### src/rtl/arbiter_pkg.sv
// Shared types and sizes for the 16-way round-robin arbiter.
package arbiter_pkg;

    localparam int N_REQ = 16;
    localparam int IDX_W = 4;

    typedef enum logic {
        S_IDLE,
        S_BUSY
    } arb_state_t;

endpackage : arbiter_pkg

### src/rtl/rr_priority_encoder_16.sv
// Combinational round-robin search: first set request at or after ptr, modulo 16.
module rr_priority_encoder_16
    import arbiter_pkg::*;
(
    input  logic [N_REQ-1:0] req,
    input  logic [IDX_W-1:0] ptr,
    output logic             any,
    output logic [IDX_W-1:0] idx
);

    logic [N_REQ-1:0] req_rot;
    logic [IDX_W-1:0] off;

    // Rotate so that bit 0 of req_rot corresponds to requester ptr.
    assign req_rot = N_REQ'({req, req} >> ptr);

    // NOTE: off gets a default before the loop so every path assigns it and no latch is inferred.
    always_comb begin
        off = '0;
        for (int i = N_REQ - 1; i >= 0; i--) begin
            if (req_rot[i]) begin
                off = IDX_W'(i);
            end
        end
    end

    assign any = |req;
    assign idx = off + ptr;

endmodule : rr_priority_encoder_16

### src/rtl/arbiter_rr_16.sv
// Sixteen-way round-robin arbiter with grant hold, implicit release and timeout.
// Outputs are registered and feed a 4-to-16 decoder (grant_valid -> ena, grant_idx -> in).
module arbiter_rr_16
    import arbiter_pkg::*;
#(
    parameter int MAX_HOLD = 255
) (
    input  logic             clk,
    input  logic             rst,
    input  logic [N_REQ-1:0] req,
    input  logic             done,
    output logic             grant_valid,
    output logic [IDX_W-1:0] grant_idx,
    output logic             timeout
);

    localparam int               CNT_W     = $clog2(MAX_HOLD + 1);
    localparam logic [CNT_W-1:0] HOLD_LAST = CNT_W'(MAX_HOLD - 1);

    arb_state_t       state_q, state_d;
    logic [IDX_W-1:0] ptr_q, ptr_d;
    logic [IDX_W-1:0] idx_q, idx_d;
    logic [CNT_W-1:0] cnt_q, cnt_d;
    logic             timeout_q, timeout_d;

    logic [IDX_W-1:0] enc_ptr;
    logic             enc_any;
    logic [IDX_W-1:0] enc_idx;
    logic             hold_hit;
    logic             release_hit;

    // While busy the search always starts just past the holder, which is also
    // the pointer value committed on a release.
    assign enc_ptr     = (state_q == S_BUSY) ? idx_q + IDX_W'(1) : ptr_q;
    assign hold_hit    = (cnt_q == HOLD_LAST);
    assign release_hit = done || !req[idx_q] || hold_hit;

    rr_priority_encoder_16 u_enc (
        .req (req),
        .ptr (enc_ptr),
        .any (enc_any),
        .idx (enc_idx)
    );

    always_comb begin
        state_d   = state_q;
        ptr_d     = ptr_q;
        idx_d     = idx_q;
        cnt_d     = cnt_q;
        timeout_d = 1'b0;

        case (state_q)
            S_IDLE: begin
                if (enc_any) begin
                    state_d = S_BUSY;
                    idx_d   = enc_idx;
                    cnt_d   = '0;
                end
            end

            S_BUSY: begin
                if (release_hit) begin
                    timeout_d = hold_hit && !done;
                    ptr_d     = enc_ptr;
                    if (enc_any) begin
                        idx_d = enc_idx;
                        cnt_d = '0;
                    end else begin
                        state_d = S_IDLE;
                    end
                end else begin
                    cnt_d = cnt_q + CNT_W'(1);
                end
            end

            default: state_d = S_IDLE;
        endcase
    end

    // NOTE: state registers use non-blocking assignments so every flop samples pre-edge values.
    always_ff @(posedge clk) begin
        if (rst) begin
            state_q   <= S_IDLE;
            ptr_q     <= '0;
            idx_q     <= '0;
            cnt_q     <= '0;
            timeout_q <= 1'b0;
        end else begin
            state_q   <= state_d;
            ptr_q     <= ptr_d;
            idx_q     <= idx_d;
            cnt_q     <= cnt_d;
            timeout_q <= timeout_d;
        end
    end

    assign grant_valid = (state_q == S_BUSY);
    assign grant_idx   = idx_q;
    assign timeout     = timeout_q;

endmodule : arbiter_rr_16

### config.mk
export PLATFORM = sky130hd
export DESIGN_NAME = arbiter_rr_16
export DESIGN_NICKNAME = d
export VERILOG_FILES = /design/src/rtl/arbiter_pkg.sv /design/src/rtl/rr_priority_encoder_16.sv /design/src/rtl/arbiter_rr_16.sv
export SDC_FILE = /design/constraint.sdc
export NUM_CORES = 1
export LEC_CHECK = 0
export CAP_MARGIN = 20
export CORE_AREA = 2 2 83 85
export CTS_CLUSTER_SIZE = 30
export DETAILED_ROUTE_END_ITERATION = 8
export DIE_AREA = 0 0 85 87
export PLACE_DENSITY = 0.63
export SLEW_MARGIN = 25
export SYNTH_ARGS = -nofsm -noshare
export SYNTH_HDL_FRONTEND = slang
export SYNTH_SLANG_ARGS = --single-unit
### constraint.sdc
create_clock -name clk -period 8.5 [get_ports clk]
set_input_delay 1.7 -clock clk [delete_from_list [all_inputs] [get_ports clk]]
set_output_delay 1.7 -clock clk [all_outputs]
set_load 0.05 [all_outputs]
; After elaboration in Yosys (flattened, before gate mapping)
; Cells that the tools add are included.
[op_classes]
addsub = 3
n_lt_le_gt_ge = 1
n_eq_ne = 2
n_shift = 1
mux = 28
bitwise_logic = 2
reduce_logical = 8
[ops]
columns = op, n
row1 = $mux W4, 19
row2 = $shr A32 B4 Y16, 1
row3 = $mux W8, 2
row4 = $pmux W8 S2, 1
row5 = $reduce_or A16 Y1, 1
row6 = $add A8 B1 Y8 const B, 1
row7 = $eq A8 B8 Y1 const B, 1
row8 = $pmux W4 S2, 1
row9 = $lt A4 B5 Y1 const B, 1
row10 = $add A4 B1 Y4 const B, 1
row11 = $add A4 B4 Y4, 1
row12 = $bmux W1 S4, 1
row13 = $mux W1, 3
row14 = $reduce_or A3 Y1, 1
row15 = $logic_not A1 Y1, 2
row16 = $logic_or A1 B1 Y1, 2
row17 = $ne A2 B1 Y1 const B, 1
row18 = $not A1 Y1, 2
row19 = $pmux W1 S2, 1
row20 = $reduce_and A2 Y1, 1
row21 = $logic_and A1 B1 Y1, 1
[totals]
register_bits = 18
in_bits = 19
wordCells = 50

; Longest topological paths before layout
[logic_depth]
word_depth = 23
ltp_mapped = 18
mapped_depth_nobuf = 16

; Hierarchy
; A second synthesis with hierarchy kept.
[unflattened]
cells_unflattened = 222
hier_area_um2 = 2299.7
[by_module_without_submodules]
columns = mod, instances, cells_per_inst, area_per_inst_um2, seq_area_each_um2
row1 = rr_priority_encoder_16, 1, 99, 1181.1, 0.0
row2 = arbiter_rr_16, 1, 123, 1118.6, 360.3

; Worst setup path before layout
; OpenSTA, ideal clock, no wires.
[synth_timing]
kind = input to register
from = input req[11]
to = register idx_q[3] (netlist: grant_idx[3])
setup_ns = 0.079
arrival_ns = 4.049
setup_slack_ns = 4.372
cell_stages = 10
path_cell_list = mux4_1 a22oi_1 o211a_1 or4b_4 a21oi_1 ha_1 a21oi_1 xnor2_1 xnor2_1 a211oi_2
[synth_between]
elab_chain_len = 21
elab_cells_between_ends = 28
cone_classes = add/sub (1) / eq/ne (1) / shift (1) / mux (21) / reduce/logical (4)
[synth_lines]
columns = item, line
row1 = start: declaration, arbiter_rr_16.sv:10  ; input logic [N_REQ-1:0] req,
row2 = $shr A32 B4 Y16, rr_priority_encoder_16.sv:15  ; assign req_rot = N_REQ'({req, req} >> ptr);
row3 = $mux W4 (16 in series), rr_priority_encoder_16.sv:21  ; if (req_rot[i]) begin
row4 = $add A4 B4 Y4, rr_priority_encoder_16.sv:28  ; assign idx = off + ptr;
row5 = $mux W4, "arbiter_rr_16.sv:54, arbiter_rr_16.sv:65"
row6 = $mux W4, arbiter_rr_16.sv:62  ; if (release_hit) begin
row7 = $pmux W4 S2, arbiter_rr_16.sv:52  ; case (state_q)
row8 = end signal: assignment, arbiter_rr_16.sv:91  ; idx_q <= idx_d;
row9 = end: declaration, arbiter_rr_16.sv:22  ; logic [IDX_W-1:0] idx_q, idx_d;
; Parallel ways exist; a longest one is shown, timed or not. The select of a mux whose other input is x is not followed.
; A chain may end at the register's enable or synchronous reset.

; Worst setup path after layout
[layout_timing]
from = input req[11]
to = register idx_q[2] (netlist: grant_idx[2])
; The elaborated chain is that of the path after synthesis.

==> impl_metrics.ini <==
[run_status]
status = completed

[grt]
grt_max_degree = 19
antenna_found_initial = 0
grt_pass1_wl_mm = 8.94
grt-ovfl-total = 0
grt_use_total = 0.147
first_global_vias = 1844

[floorplan]
io_pins = 25
die_area_sq_um = 7400
initial_core_util = 0.333
row_count = 30
fp.coreArea_sq_um = 6570
die_x_um = 85
die_y_um = 87

[sta]
fin_skew_ps = 2.64
slew_headroom = 0.378
fin_crit_sh = 0.568
rsz0062_at_grt = false
worstMarginPinSlew_ps = 930
drv_slew = 0
period_needed_ps = 4830
setup_viol = 0
whs_ps = 497
setup_ws_ps = 3670
clock.fmax_mhz = 207
setup_tns_ps = 0
hold_viol = 0

[setup_path]
crit_arrival_ps = 4950
worstPathRequired_ps = 8620
endpoint_kind = flop
critPathMaxFanout = 6
crit_type = input port to flop
worstSetupStartpointType = input port

[layout]
n_antenna_cell = 0
post-route-cell-area_sq_um = 2500
drive_gt1_frac = 0.143
finalNetCount = 278
area_delta_synth_final_pct = 14.5

[detailed_routing]
via_per_inst = 6.11
antenna_left = 0
wl_per_cell_um = 16.8
wl_met2_mm = 2.61
first_iter_violations = 158
vias = 2022
drt_pass1_iterations = 4
wirelength_mm = 5.57
wl_met1_mm = 2.63
top_layer_used = met4
drcViolationCount = 0
dr_wl_met3_um = 279

[clock_tree]
clk_latency_ps = 250
clkTransAtPathRegs_ps = 70
numCtsBuffers = 3
cts_setup_buffers = 0
h-tree-depth = 1
cts_tree = built
clk_path_buf_depth = 2
cts_sinks = 18
cts_hold_buf = 0
clockRootBuffer = clkbuf_8
ctsResizeCount = 0

[synth]
async_flop_share = 0
synth.avg_cell_area_sq_um = 9.35
synth_area_sq_um = 2190
ys.flop_type = dfxtp_1
synth_seq_cells = 18
synth-seq-area-share = 0.165
synth_warnings = 0
synth_edf_count = 0
syn-num-nets = 260
ys_types = 52
synth_cells = 234

[power_and_ir_drop]
p_sw_mw = 0.362
total_power_mw = 0.736
p_int_mw = 0.374
p_leak_nw = 0.918
p_seq_frac = 0.159
pwr-share-comb = 0.748
clockPowerShare = 0.093
pwr_density_cell_nw_per_um2 = 294
ir_worst_vdd_v = 0.000173
swShare = 0.492

[min_path]
min_path_type = flop to flop

[placement]
place.gp.congestion = 0.894
dp_slack_ps = 3480
port_buffers = 24
hpwlAfterDp_mm = 4.27
place_area_sq_um = 2450

[job]
drv_cap = 0
[state kept, by name (all words and copies together) (netlist names)]
register / flops
timeout: 1
ptr_q: 4
grant_idx: 4
cnt_q: 8
grant_valid: 1
[critical path: stages]
cell and delay (ps):
clkdlybuf4s50_1 520, mux4_1 650, a22oi_1 230, o211a_1 240
a21oi_1 120, o211ai_1 120, a21oi_1 80, a221oi_1 310
ha_1 240, inv_1 60, fa_1 370, xnor2_1 140
mux2i_1 130, nor2_1 50
[stage by stage]
| stage | utilization | std cells |
|---|---|---|
| after global placement | 0.373 | 327 |
| after global routing | 0.381 | 331 |
| after detailed placement | 0.373 | 327 |
| after floorplan | - | 234 |
| after CTS | 0.381 | 331 |
| final | 0.381 | 331 |
[synthesized netlist by cell type, drive strengths merged (2+ instances only)]
master  number  area (sq um)
mux2i       27           270
o211ai       2          15.0
xor2         4          35.0
nand2b       2          12.5
mux4        18           420
clkbuf       5          18.8
nand3        2          10.0
ha           6          75.1
nor3         4          20.0
and3         3          20.0
inv          7          26.3
a22oi       11          87.6
o21ai        5          25.0
dfxtp       18           360
or2          2          12.5
buf          7          67.6
o221ai       4          41.3
nand2       18          67.6
nor2b        4          25.0
nand4        3          18.8
a221oi       2          17.5
xnor2        5          43.8
o211a        2          20.0
o31ai        2          15.0
a21oi       13          68.8
or3          2          12.5
mux2         7          82.6
nor4         6          37.5
a211oi       5          42.5
nor2        26          97.6
[power groups by stage]
stage | Sequential, mW | Clock, mW | Combinational [mW]
after detailed placement | 0.119 | 0 | 0.543
after floorplan | 0.130 | 0 | 0.419
after global routing | 0.120 | 0.0746 | 0.601
after global placement | 0.119 | 0 | 0.546
after CTS | 0.118 | 0.0709 | 0.545
final | 0.117 | 0.0685 | 0.551
[routing by layer]
metal | GRT usage | vias up
met5 | 0 | -
met3 | 0.0265 | 8
li1 | - | 955
met4 | 0.0375 | 0
met2 | 0.224 | 81
met1 | 0.214 | 978
[cells by family (layout without fill, tap and decap cells)]
group           Yosys count  in the layout  share of synthesized area
compound gates           52             52                      0.177
xor+xnor                  9              9                     0.0360
fa+ha+maj                 7              7                     0.0435
buf+inv                  19             36                     0.0515
flops                    18             18                      0.165
mux                      52             52                      0.354
simple gates             77             77                      0.173
[path summary, 6_finish.rpt]
check                       startpoint                   endpoint  slack, ps  cells after the start
max                            req[11]  grant_idx[2]$_SDFFE_PP0P_       3670                     14
min              ptr_q[1]$_SDFFE_PP0P_      ptr_q[1]$_SDFFE_PP0P_        500                      2
max reg2reg  grant_idx[0]$_SDFFE_PP0P_  grant_idx[2]$_SDFFE_PP0P_       4150                     15
min reg2reg      ptr_q[1]$_SDFFE_PP0P_      ptr_q[1]$_SDFFE_PP0P_        500                      2
[area by class of cell]
cell class	count	area (sq um)
clock buffers	4	55.1
inverters	7	26.3
multi-input cells	197	1710
repair buffers	25	248
flip-flops and latches	18	360
well taps	80	100
fillers	644	4070
[cell usage in the layout (no fill, tap or decap), drive strengths merged, types with 3 or more instances in the layout]
cell type and count:
mux2i 27, nor2 26, clkdlybuf4s50 24, nand2 18
dfxtp 18, mux4 18, a21oi 13, a22oi 11
inv 7, mux2 7, nor4 6, ha 6
o21ai 5, xnor2 5, a211oi 5, xor2 4
nor2b 4, nor3 4, clkbuf 4, o221ai 4
nand4 3, and3 3
Note: power is estimated with default switching activity, not from simulation.
